--- src/rtl/ddr5_phy_read_window_sched_if.sv ---
// Read-scheduler bus: decoded READ + mode settings in, capture windows and error pulses out.
// master = decoder/consumer side, slave = scheduler.
interface ddr5_phy_read_window_sched_if #(
  parameter int pNUM_RANK = 1,
  parameter int pRL_W     = 7
);
  logic                 enable_i;
  logic                 rd_cmd_i;
  logic [pNUM_RANK-1:0] rd_cs_i;
  logic [pRL_W-1:0]     read_latency_i;
  logic [1:0]           burst_length_i;
  logic [2:0]           num_pre_cycle_i;
  logic                 num_post_cycle_i;
  logic                 dram_crc_en_i;
  logic                 dqs_rd_en_o;
  logic                 preamble_o;
  logic                 dq_rd_en_o;
  logic                 crc_beat_o;
  logic                 last_beat_o;
  logic                 postamble_o;
  logic [pNUM_RANK-1:0] rd_rank_o;
  logic                 busy_o;
  logic                 ovf_err_o;
  logic                 lat_err_o;
  logic                 conflict_err_o;

  modport master (
    output enable_i, rd_cmd_i, rd_cs_i, read_latency_i, burst_length_i,
           num_pre_cycle_i, num_post_cycle_i, dram_crc_en_i,
    input  dqs_rd_en_o, preamble_o, dq_rd_en_o, crc_beat_o, last_beat_o,
           postamble_o, rd_rank_o, busy_o, ovf_err_o, lat_err_o, conflict_err_o
  );

  modport slave (
    input  enable_i, rd_cmd_i, rd_cs_i, read_latency_i, burst_length_i,
           num_pre_cycle_i, num_post_cycle_i, dram_crc_en_i,
    output dqs_rd_en_o, preamble_o, dq_rd_en_o, crc_beat_o, last_beat_o,
           postamble_o, rd_rank_o, busy_o, ovf_err_o, lat_err_o, conflict_err_o
  );
endinterface

--- src/rtl/ddr5_phy_read_window_sched.sv ---
// Read-window scheduler: queues decoded READs and plays out preamble/data/postamble windows RL clocks later.
// Outputs registered; no backpressure -- full queue, too-short RL or overlapping windows drop the READ with an error pulse.
module ddr5_phy_read_window_sched #(
  parameter int pNUM_RANK = 1,
  parameter int pDEPTH    = 4,
  parameter int pRL_W     = 7,
  parameter int pTS_W     = 8
) (
  input logic                          clk_i,
  input logic                          rst_i,
  ddr5_phy_read_window_sched_if.slave  bus
);

  localparam int PTR_W = (pDEPTH > 1) ? $clog2(pDEPTH) : 1;

  typedef struct packed {
    logic [pTS_W-1:0]     data_start;
    logic [pTS_W-1:0]     pre_start;
    logic [pNUM_RANK-1:0] rank;
    logic [4:0]           d;
    logic [2:0]           p;
    logic [1:0]           q;
    logic                 crc;
  } entry_t;

  typedef enum logic [1:0] {IDLE, PRE, DATA, POST} state_t;

  entry_t               q_mem [pDEPTH];
  entry_t               head;
  entry_t               new_ent;
  logic [PTR_W:0]       wr_ptr, rd_ptr, q_cnt, nxt_q_cnt;
  logic [pTS_W-1:0]     ts, ts_nxt, cur_end;
  state_t               state, nxt_state;
  logic [4:0]           cnt, nxt_cnt, cur_d, dec_d;
  logic [2:0]           dec_p;
  logic [1:0]           dec_q, cur_q;
  logic                 cur_crc, nxt_crc;
  logic [pNUM_RANK-1:0] cur_rank, nxt_rank;
  logic                 q_empty, q_full, push_req, lat_bad, push, pop, load;
  logic                 head_pre_hit, free_next, seam_cand, start, seamless, conflict;

  assign ts_nxt  = ts + pTS_W'(1);
  assign q_cnt   = wr_ptr - rd_ptr;
  assign q_empty = (q_cnt == '0);
  assign head    = q_mem[rd_ptr[PTR_W-1:0]];

  always_comb begin
    unique case (bus.burst_length_i)
      2'b00:   dec_d = 5'd8;
      2'b01:   dec_d = 5'd4;
      default: dec_d = 5'd16;
    endcase
    dec_d = dec_d + {4'b0, bus.dram_crc_en_i};
    unique case (bus.num_pre_cycle_i)
      3'b001, 3'b010: dec_p = 3'd2;
      3'b011:         dec_p = 3'd3;
      3'b100:         dec_p = 3'd4;
      default:        dec_p = 3'd1;
    endcase
    dec_q = bus.num_post_cycle_i ? 2'd2 : 2'd1;
  end

  // Settings are captured here so later mode-register writes cannot disturb a queued burst.
  always_comb begin
    new_ent            = '0;
    new_ent.data_start = ts + pTS_W'(bus.read_latency_i);
    new_ent.pre_start  = new_ent.data_start - pTS_W'(dec_p);
    new_ent.rank       = bus.rd_cs_i;
    new_ent.d          = dec_d;
    new_ent.p          = dec_p;
    new_ent.q          = dec_q;
    new_ent.crc        = bus.dram_crc_en_i;
  end

  // Decisions look one cycle ahead (ts+1) so the registered outputs land on the exact window cycles.
  // A head whose data follows the current burst back-to-back is held until the last data beat.
  assign head_pre_hit = !q_empty && (head.pre_start == ts_nxt);
  assign free_next    = (state == IDLE) || (state == POST && cnt == 5'd1);
  assign seam_cand    = (state == PRE || state == DATA) && (head.data_start == cur_end);
  assign start        = head_pre_hit && free_next;
  assign conflict     = head_pre_hit && !free_next && !seam_cand;
  assign seamless     = !q_empty && (state == DATA) && (cnt == 5'd1) && (head.data_start == ts_nxt);
  assign pop          = start || conflict || seamless;

  assign push_req  = bus.rd_cmd_i && bus.enable_i;
  assign lat_bad   = bus.read_latency_i < (pRL_W'(dec_p) + pRL_W'(2));
  assign q_full    = (q_cnt == (PTR_W+1)'(pDEPTH)) && !pop;
  assign push      = push_req && !q_full && !lat_bad;
  assign nxt_q_cnt = q_cnt + (PTR_W+1)'(push) - (PTR_W+1)'(pop);

  always_comb begin
    nxt_state = state;
    nxt_cnt   = cnt;
    load      = 1'b0;
    case (state)
      IDLE: if (start) begin
        nxt_state = PRE;
        nxt_cnt   = {2'b0, head.p};
        load      = 1'b1;
      end
      PRE: if (cnt == 5'd1) begin
        nxt_state = DATA;
        nxt_cnt   = cur_d;
      end else nxt_cnt = cnt - 5'd1;
      DATA: if (cnt == 5'd1) begin
        if (seamless) begin
          nxt_cnt = head.d;
          load    = 1'b1;
        end else begin
          nxt_state = POST;
          nxt_cnt   = {3'b0, cur_q};
        end
      end else nxt_cnt = cnt - 5'd1;
      POST: if (cnt == 5'd1) begin
        if (start) begin
          nxt_state = PRE;
          nxt_cnt   = {2'b0, head.p};
          load      = 1'b1;
        end else nxt_state = IDLE;
      end else nxt_cnt = cnt - 5'd1;
      default: nxt_state = IDLE;
    endcase
  end

  assign nxt_rank = load ? head.rank : cur_rank;
  assign nxt_crc  = load ? head.crc  : cur_crc;

  always_ff @(posedge clk_i) begin
    if (rst_i) begin
      ts                 <= '0;
      wr_ptr             <= '0;
      rd_ptr             <= '0;
      state              <= IDLE;
      cnt                <= '0;
      cur_d              <= '0;
      cur_q              <= '0;
      cur_crc            <= 1'b0;
      cur_rank           <= '1;
      cur_end            <= '0;
      bus.dqs_rd_en_o    <= 1'b0;
      bus.preamble_o     <= 1'b0;
      bus.dq_rd_en_o     <= 1'b0;
      bus.crc_beat_o     <= 1'b0;
      bus.last_beat_o    <= 1'b0;
      bus.postamble_o    <= 1'b0;
      bus.rd_rank_o      <= '1;
      bus.busy_o         <= 1'b0;
      bus.ovf_err_o      <= 1'b0;
      bus.lat_err_o      <= 1'b0;
      bus.conflict_err_o <= 1'b0;
    end else begin
      ts <= ts_nxt;
      if (push) begin
        q_mem[wr_ptr[PTR_W-1:0]] <= new_ent;
        wr_ptr                   <= wr_ptr + (PTR_W+1)'(1);
      end
      if (pop) rd_ptr <= rd_ptr + (PTR_W+1)'(1);
      state <= nxt_state;
      cnt   <= nxt_cnt;
      if (load) begin
        cur_d    <= head.d;
        cur_q    <= head.q;
        cur_crc  <= head.crc;
        cur_rank <= head.rank;
        cur_end  <= head.data_start + pTS_W'(head.d);
      end
      bus.dqs_rd_en_o    <= (nxt_state != IDLE);
      bus.preamble_o     <= (nxt_state == PRE);
      bus.dq_rd_en_o     <= (nxt_state == DATA);
      bus.last_beat_o    <= (nxt_state == DATA) && (nxt_cnt == 5'd1);
      bus.crc_beat_o     <= (nxt_state == DATA) && (nxt_cnt == 5'd1) && nxt_crc;
      bus.postamble_o    <= (nxt_state == POST);
      bus.rd_rank_o      <= (nxt_state != IDLE) ? nxt_rank : '1;
      bus.busy_o         <= (nxt_q_cnt != '0) || (nxt_state != IDLE);
      bus.ovf_err_o      <= push_req && q_full;
      bus.lat_err_o      <= push_req && !q_full && lat_bad;
      bus.conflict_err_o <= conflict;
    end
  end

endmodule

--- src/flat_wrapper.sv ---
// flat-port wrapper written by rule: the top's interface ports become plain ports
module ddr5_phy_read_window_sched_flat 
#(
  parameter int pNUM_RANK = 1,
  parameter int pDEPTH    = 4,
  parameter int pRL_W     = 7,
  parameter int pTS_W     = 8
)
  (clk_i, rst_i, bus_enable_i, bus_rd_cmd_i, bus_rd_cs_i, bus_read_latency_i, bus_burst_length_i, bus_num_pre_cycle_i, bus_num_post_cycle_i, bus_dram_crc_en_i, bus_dqs_rd_en_o, bus_preamble_o, bus_dq_rd_en_o, bus_crc_beat_o, bus_last_beat_o, bus_postamble_o, bus_rd_rank_o, bus_busy_o, bus_ovf_err_o, bus_lat_err_o, bus_conflict_err_o);
  ddr5_phy_read_window_sched_if #(.pNUM_RANK(pNUM_RANK), .pRL_W(pRL_W)) bus_i ();
  input logic clk_i;
  input logic rst_i;
  input wire logic [$bits(bus_i.enable_i)-1:0] bus_enable_i;
  input wire logic [$bits(bus_i.rd_cmd_i)-1:0] bus_rd_cmd_i;
  input wire logic [$bits(bus_i.rd_cs_i)-1:0] bus_rd_cs_i;
  input wire logic [$bits(bus_i.read_latency_i)-1:0] bus_read_latency_i;
  input wire logic [$bits(bus_i.burst_length_i)-1:0] bus_burst_length_i;
  input wire logic [$bits(bus_i.num_pre_cycle_i)-1:0] bus_num_pre_cycle_i;
  input wire logic [$bits(bus_i.num_post_cycle_i)-1:0] bus_num_post_cycle_i;
  input wire logic [$bits(bus_i.dram_crc_en_i)-1:0] bus_dram_crc_en_i;
  output wire logic [$bits(bus_i.dqs_rd_en_o)-1:0] bus_dqs_rd_en_o;
  output wire logic [$bits(bus_i.preamble_o)-1:0] bus_preamble_o;
  output wire logic [$bits(bus_i.dq_rd_en_o)-1:0] bus_dq_rd_en_o;
  output wire logic [$bits(bus_i.crc_beat_o)-1:0] bus_crc_beat_o;
  output wire logic [$bits(bus_i.last_beat_o)-1:0] bus_last_beat_o;
  output wire logic [$bits(bus_i.postamble_o)-1:0] bus_postamble_o;
  output wire logic [$bits(bus_i.rd_rank_o)-1:0] bus_rd_rank_o;
  output wire logic [$bits(bus_i.busy_o)-1:0] bus_busy_o;
  output wire logic [$bits(bus_i.ovf_err_o)-1:0] bus_ovf_err_o;
  output wire logic [$bits(bus_i.lat_err_o)-1:0] bus_lat_err_o;
  output wire logic [$bits(bus_i.conflict_err_o)-1:0] bus_conflict_err_o;
  assign bus_i.enable_i = bus_enable_i;
  assign bus_i.rd_cmd_i = bus_rd_cmd_i;
  assign bus_i.rd_cs_i = bus_rd_cs_i;
  assign bus_i.read_latency_i = bus_read_latency_i;
  assign bus_i.burst_length_i = bus_burst_length_i;
  assign bus_i.num_pre_cycle_i = bus_num_pre_cycle_i;
  assign bus_i.num_post_cycle_i = bus_num_post_cycle_i;
  assign bus_i.dram_crc_en_i = bus_dram_crc_en_i;
  assign bus_dqs_rd_en_o = bus_i.dqs_rd_en_o;
  assign bus_preamble_o = bus_i.preamble_o;
  assign bus_dq_rd_en_o = bus_i.dq_rd_en_o;
  assign bus_crc_beat_o = bus_i.crc_beat_o;
  assign bus_last_beat_o = bus_i.last_beat_o;
  assign bus_postamble_o = bus_i.postamble_o;
  assign bus_rd_rank_o = bus_i.rd_rank_o;
  assign bus_busy_o = bus_i.busy_o;
  assign bus_ovf_err_o = bus_i.ovf_err_o;
  assign bus_lat_err_o = bus_i.lat_err_o;
  assign bus_conflict_err_o = bus_i.conflict_err_o;
  ddr5_phy_read_window_sched #(.pNUM_RANK(pNUM_RANK), .pDEPTH(pDEPTH), .pRL_W(pRL_W), .pTS_W(pTS_W)) u_core (.clk_i(clk_i), .rst_i(rst_i), .bus(bus_i));
endmodule
--- config.mk ---
export PLATFORM = sky130hd
export DESIGN_NAME = ddr5_phy_read_window_sched_flat
export DESIGN_NICKNAME = d
export VERILOG_FILES = /design/src/rtl/ddr5_phy_read_window_sched_if.sv /design/src/rtl/ddr5_phy_read_window_sched.sv /design/src/flat_wrapper.sv
export SDC_FILE = /design/constraint.sdc
export NUM_CORES = 1
export LEC_CHECK = 0
export CAP_MARGIN = 10
export CORE_MARGIN = 4
export CORE_UTILIZATION = 57
export CTS_BUF_LIST = sky130_fd_sc_hd__clkbuf_16
export DETAILED_ROUTE_END_ITERATION = 16
export PLACE_DENSITY = 0.75
export SETUP_SLACK_MARGIN = 0.2
export SYNTH_ARGS = -nofsm -noshare
export SYNTH_HDL_FRONTEND = slang
export SYNTH_SLANG_ARGS = --single-unit
--- constraint.sdc ---
create_clock -name clk_i -period 8.1 [get_ports clk_i]
set_clock_uncertainty 0.15 [all_clocks]
set_input_delay 1.62 -clock clk_i [delete_from_list [all_inputs] [get_ports clk_i]]
set_output_delay 1.62 -clock clk_i [all_outputs]
set_load 0.05 [all_outputs]
==> results of run 1 <==
==> sequential cells by signal, indices dropped and copies added (netlist names), 2 cells and up, named ones only <==
name / flops
u_core.cnt: 5
u_core.cur_q: 2
u_core.wr_ptr: 3
u_core.cur_d: 4
u_core.rd_ptr: 3
u_core.q_mem: 104
u_core.cur_end: 8
u_core.state: 2
u_core.ts: 8
==> per-stage QoR <==
stage / utilization (%) / power, mW
after CTS: 67.3 / 1.82
after detailed placement: 62.6 / 1.02
after global routing: 67.3 / 1.87
after floorplan: - / 0.978
final: 67.3 / 1.80
after global placement: 62.6 / 1.02
==> kinds of logic (layout without fill, tap and decap cells) <==
group	after synthesis	in the layout	synth area share [%]
AOI/OAI and AO/OA	74	74	7.10
muxes	48	48	10.6
xor gates and xnor gates	55	55	8.07
DFF	154	154	54.7
buffers and inverters	49	95	2.89
and+or+nand+nor	148	148	10.1
adders and majority gates	37	37	6.54
==> routing by layer <==
metal	vias up	GRT usage [%]	part of all wire, %
met5	-	0	0
met2	132	35.6	49
met4	0	10.3	2.6
met1	2293	28.2	43
met3	33	4.48	5.7
li1	2163	-	-
==> critical path, delay by kind of cell <==
family,cells,cell delay (ps)
adder cells (fa/ha/maj),3,770
XOR/XNOR,3,410
AND/OR/NAND/NOR,4,1020
buffers and inverters,2,540
AO/OA/AOI/OAI,3,810
==> cell type report <==
| type | count | share of cell area (%) |
|---|---|---|
| flip-flops and latches | 154 | 48.0 |
| multi-input cells | 362 | 37.3 |
| clock buffers | 17 | 4.95 |
| inverters | 25 | 1.09 |
| well taps | 172 | 2.50 |
| repair buffers | 38 | 4.16 |
| clock inverters | 15 | 2.04 |
==> power groups by stage <==
| stage | clock network [mW] | logic, mW | registers, mW |
|---|---|---|---|
| after global routing | 0.846 | 0.149 | 0.873 |
| final | 0.795 | 0.135 | 0.872 |
| after global placement | 0 | 0.129 | 0.888 |
| after CTS | 0.807 | 0.136 | 0.872 |
| after detailed placement | 0 | 0.134 | 0.889 |
| after floorplan | 0 | 0.0881 | 0.890 |
==> placed cells by master (no fill, tap or decap), drive strengths merged, types with 9 or more instances in the layout <==
| master | instances |
|---|---|
| nor3 | 18 |
| dfxtp | 50 |
| mux2i | 22 |
| clkbuf | 17 |
| buf | 9 |
| o21ai | 12 |
| ha | 33 |
| inv | 28 |
| edfxtp | 104 |
| a21oi | 20 |
| xnor2 | 31 |
| xor2 | 15 |
| nor2 | 55 |
| clkdlybuf4s50 | 29 |
| mux4 | 25 |
| nand2 | 21 |
==> worst paths after layout <==
| kind | from | to | slack [ps] | depth (start not counted) |
|---|---|---|---|---|
| worst max-delay path | bus_num_pre_cycle_i[0] | u_core.bus.busy_o$_SDFF_PP0_ | 3060 | 15 |
| worst min-delay path | u_core.cur_crc$_SDFF_PP0_ | u_core.cur_crc$_SDFF_PP0_ | 360 | 2 |
| worst max register to register | flop | u_core.bus.busy_o$_SDFF_PP0_ | 3610 | 16 |
| worst min register to register | u_core.cur_crc$_SDFF_PP0_ | u_core.cur_crc$_SDFF_PP0_ | 360 | 2 |
==> qor.txt, run 1 <==
Iteration-0 DRC Markers - 415
Critical Path AT - 5170 ps
Fmax - 198 MHz
FF+latch count, synth - 154
Post-synth top flop - edfxtp_1
Initial Utilization - 59.0%
Post-CTS Setup Inserts - 0
Worst Max-Slew Pin Slew - 684 ps
DP Cell Count - 751
Worst ir drop on vdd - 144 µV
Num CTS Buffers - 17
Post-synth top cells - edfxtp_1 (104), nor2_1 (55), dfxtp_1 (50), ha_1 (33), xnor2_1 (31)
CP Capture Type - flop
Non-filler instance count after layout - 783
P&R area growth vs syn - 14.1%
Crit path largest cell delay - 570 ps
Root buf cell - clkbuf_16
GRT Overall Usage - 21.8%
CTS resizes - 0
Setup violations, final - 0
Int Pwr - 1.40 mW
Synth async-reset ratio - 0%
Synth area leaders - edfxtp_1 (41%), dfxtp_1 (13%), mux4_2 (6.9%), ha_1 (5.5%), xnor2_1 (3.6%)
Final Slew Violations - 0
Area after DPL - 8000 µm²
Sequential share of the synthesized area - 54.7%
Most frequent cell after synthesis - edfxtp_1
Switching Power - 0.399 mW
Clock Tree Buf Depth - 2
Combinational fraction of design power - 7.5%
CP Launch Type - input port
Multi-input logic area - 3210 µm²
Gr ovfl total - 0
Flop pwr share - 48.4%
Kind of critical path - input port to flop
Crit-path slowest cell - a211oi_1
TritonCTS clock tree - built
Vias in the first global route - 4827
Fillers - 900
Syn avg cell area - 13.3 µm²
Crit-path cells - clkdlybuf4s50_1 -> nor2_1 -> xor2_1 -> ha_1 -> or4_1 -> a211oi_1 -> nor2_1 -> o21ai_4 -> inv_1 -> ha_1 -> fa_1 -> xor2_1 -> xnor2_1 -> nor3_1 -> a21oi_1
Die extent in y - 123 µm
Dpl ws - 2690 ps
Final hold violation count - 0
Post-synth top area cell - edfxtp_1
# Max-Cap Violations - 0
# nets final - 654
Post-DP HPWL - 10.0 mm
Status - completed
IO buf count - 29
Sw frac - 22.1%
Worst Slack Setup Final - 3060 ps
Synthesized area - 7540 µm²
Clock Power Share - 44.1%
Number of core rows - 41
Required time worst endpoint - 8230 ps
First-pass GRT wire length - 24.6 mm
DR vias/cell - 5.90
FF+latch area - 4130 µm²
Hold Buf Count CTS - 0
Tcrit/Tclk final - 62.2%
Relative slew slack - 54.1%
Hold Slack - 362 ps
Avg WL per Cell - 19.1 µm
Unrepaired setup endpoints after global routing - false
Largest net degree at the start of global routing - 47
CTS H-tree lvls - 4
Via count - 4621
Final setup TNS - 0 ps
Fraction of layout cells with a size suffix above 1 - 13.3%
Total Wirelength - 14.9 mm
Power per Cell Area - 210 nW/µm²
Netlist cell types - 63
# diodes - 0
Clk_lat worst skew - 430 ps
Chip width - 123 µm
Crit Path Max Fanout - 7
Pre-antenna DRT Iters - 5
Initial antenna violation count - 0
Hold Path Class - flop to flop
Post-Syn Instances - 565
Yosys top cell area share - 41.4%
Die Area - 15100 µm²
CTS sink cnt - 154
Antenna viol nets, final - 0
Synthesized net count - 621
Core area - 12800 µm²
Number of synthesized flops with an enable pin - 104
LEAKAGE - 3.18 nW
Synth warnings - 0
Final Cell Area - 8600 µm²
Final min period - 5040 ps
Residual DRC count - 0
Ports - 30
GPL Wtd Cong - 0.852
CTS clk-pin slew, worst paths - 60 ps
Power figures use the tool's default switching activity.
==> inputs of run 2 (changes only) <==
--- a/config.mk
+++ b/config.mk
@@ -7,10 +7,10 @@
 export LEC_CHECK = 0
 export CAP_MARGIN = 10
 export CORE_MARGIN = 4
-export CORE_UTILIZATION = 57
+export CORE_UTILIZATION = 55
 export CTS_BUF_LIST = sky130_fd_sc_hd__clkbuf_16
 export DETAILED_ROUTE_END_ITERATION = 16
-export PLACE_DENSITY = 0.75
+export PLACE_DENSITY = 0.76
 export SETUP_SLACK_MARGIN = 0.2
 export SYNTH_ARGS = -nofsm -noshare
 export SYNTH_HDL_FRONTEND = slang
==> constraint.sdc (replaced) <==
create_clock -name clk_i -period 4.1 [get_ports clk_i]
set_clock_uncertainty 0.15 [all_clocks]
set_input_delay 0.82 -clock clk_i [delete_from_list [all_inputs] [get_ports clk_i]]
set_output_delay 0.82 -clock clk_i [all_outputs]
set_load 0.05 [all_outputs]
==> run 2 against run 1 <==
- die area grew 3.4%
- highest routed layer unchanged
- largest cell class unchanged
- setup slack lost 2700 ps
- via count grew 4.7%
- first-iteration DRC count grew 4.1%
- worst hold slack lost 25 ps
- global-route usage shrank 0.19 points
==> qor.txt, run 2 (synthesis gave the netlist of run 1 again) <==
Most common cell after layout, fill and taps aside - edfxtp_1
Hold Startpoint - u_core.wr_ptr[2]$_SDFFE_PP0N_
Avg WL per Cell - 20.4 µm (+6.7%)
CP most frequent cell - ha_4
IO buf count - 29 (unchanged)
Crit-path slowest cell - mux4_2
Via count - 4837 (+4.7%)
Final Cell Area - 9160 µm² (+6.5%)
Power per Cell Area - 394 nW/µm² (+88%)
Core area - 13300 µm² (+4.5%)
Worst ir drop on vdd - 370 µV (+160%)
Num CTS Buffers - 17 (unchanged)
Reg2Reg Depth - 17 (+1)
Worst Slack Setup Final - 313 ps (-2750 ps)
Flop2flop setup slack - 310 ps (-3300 ps)
Area after DPL - 8200 µm² (+2.5%)
Tcrit/Tclk final - 92.4%
Critical Path End - u_core.bus.busy_o$_SDFF_PP0_
GPL Wtd Cong - 0.872 (+2.3%)
CP top delay family - adder cells
Die extent in y - 125 µm (+1.7%)
# nets final - 690 (+5.5%)
Vias in the first global route - 4893 (+1.4%)
CTS clk-pin slew, worst paths - 60 ps (about the same)
Initial Utilization - 56.5% (-2.5 points)
Hold Slack - 337 ps (-25.3 ps)
Unrepaired setup endpoints after global routing - false
Hold Path Class - flop to flop
CTS sink cnt - 154 (unchanged)
Iteration-0 DRC Markers - 432 (+4.1%)
Fmax - 264 MHz
CTS H-tree lvls - 4 (unchanged)
CP Launch Type - flop
Reg2Reg Capture Point - u_core.bus.busy_o$_SDFF_PP0_
Crit Path Max Fanout - 6 (-1)
CP Capture Type - flop
Relative slew slack - 36.2% (-18 points)
P&R area growth vs syn - 21.5%
First-pass GRT wire length - 26.4 mm (+7.5%)
Pre-antenna DRT Iters - 5 (unchanged)
Most frequent cells in the layout - edfxtp_1 (104), nor2_1 (53), dfxtp_1 (47), buf_4 (35), ha_1 (29)
Worst Max-Slew Pin Slew - 957 ps (+273 ps)
LEAKAGE - 3.45 nW (+8.5%)
Crit path buf inv count - 4 (+2)
Clk_lat worst skew - 430 ps (about the same)
GRT Overall Usage - 21.6% (-0.19 points)
Crit path depth - 17 (+2)
Initial antenna violation count - 0 (unchanged)
Kind of critical path - flop to flop
Die Area - 15600 µm² (+3.4%)
Setup violations, final - 0 (unchanged)
Status - completed
Antenna viol nets, final - 0 (unchanged)
Dpl ws - -263 ps (-2950 ps)
Number of core rows - 42 (+2.4%)
Critical Path AT - 3900 ps (-1270 ps)
Largest register FFs - 104 (unchanged)
Gr ovfl total - 0 (unchanged)
Total Wirelength - 16.8 mm (+12%)
Residual DRC count - 0 (unchanged)
Fraction of layout cells with a size suffix above 1 - 22.9% (+9.6 points)
DR vias/cell - 5.88 (-0.41%)
Final hold violation count - 0 (unchanged)
Required time worst endpoint - 4210 ps (-4020 ps)
Crit path largest cell delay - 530 ps (-40 ps)
# Max-Cap Violations - 0 (unchanged)
Root buf cell - clkbuf_16
Crit-path cells - buf_12 -> buf_16 -> buf_4 -> mux4_2 -> xnor3_1 -> nand4_1 -> or2_4 -> a21oi_2 -> o21bai_4 -> ha_4 -> inv_2 -> ha_4 -> fa_2 -> xor2_2 -> xnor2_1 -> nor3_1 -> a21oi_1
Post-DP HPWL - 10.8 mm (+7.5%)
Chip width - 125 µm (+1.7%)
Clock Tree Buf Depth - 2 (unchanged)
# diodes - 0 (unchanged)
TritonCTS clock tree - built
Largest net degree at the start of global routing - 47 (unchanged)
Final Slew Violations - 0 (unchanged)
Final min period - 3790 ps
Ports - 30 (unchanged)
run 2: changes by cell type in the layout (fill, tap and decap cells not counted), sizes merged, moves of 2 or more:
cell / change
dlymetal6s2s: +3
clkdlybuf4s50: -4
buf: +36
inv: +2
run 2: final cells by class:
| type | count | area [µm²] |
|---|---|---|
| multi-input combinational | 362 | 3360 |
| clock inverter | 15 | 168 |
| tap | 176 | 220 |
| inverter | 25 | 96.3 |
| timing repair buffer | 74 | 759 |
| clock buffer | 17 | 425 |
| fill | 919 | 4190 |
| sequential | 154 | 4130 |
run 2: worst reg2reg max path, delay by kind of cell (launching register included):
family | cells | cell delay [ps]
mux | 1 | 540
xor+xnor | 3 | 520
simple gates | 3 | 660
fa+ha+maj | 3 | 670
flops | 1 | 370
compound gates | 3 | 310
buf+inv | 4 | 420
run 2: worst min path at each step:
stage / end / slack [ps] / depth (start not counted)
floorplan: u_core.cur_rank$_SDFF_PP1_ / 290 / 2
global placement: u_core.wr_ptr[2]$_SDFFE_PP0N_ / 320 / 2
detailed placement: u_core.wr_ptr[2]$_SDFFE_PP0N_ / 330 / 2
CTS: u_core.wr_ptr[2]$_SDFFE_PP0N_ / 340 / 2
global route: u_core.cur_d[0]$_SDFFE_PP0P_ / 400 / 2
finish: u_core.wr_ptr[2]$_SDFFE_PP0N_ / 340 / 2
run 2: metrics by stage:
stage / TNS [ps] / power, mW / util, % / std cells
floorplan: 0 / 1.93 / - / 565
global placement: -85.9 / 2.02 / 61.4 / 771
detailed placement: -263 / 2.04 / 61.4 / 771
CTS: 0 / 3.61 / 66.6 / 811
global route: 0 / 3.74 / 68.6 / 823
finish: 0 / 3.61 / 68.6 / 823
run 2: what timing repair did:
action,in CTS,in global routing
endpoints found under the hold margin,0,0
pin swaps,3,15
endpoints found under the setup margin,1,1
setup buffers,7,11
cloned,1,1
hold buffers,0,0
resized for setup,5,34
run 2: power breakdown:
part           internal [mW]  leakage (nW)  switching (mW)  total, mW
clock                  0.910         0.286           0.662       1.57
combinational          0.136          1.82           0.179      0.315
sequential              1.71          1.35          0.0105       1.72
run 2: layer usage:
metal / up-vias / routed length, µm / track usage [%]
met5: - / 0 / 0
met1: 2391 / 7180 / 28.8
met3: 29 / 870 / 4.43
li1: 2238 / - / -
met2: 179 / 8370 / 35.6
met4: 0 / 353 / 7.78
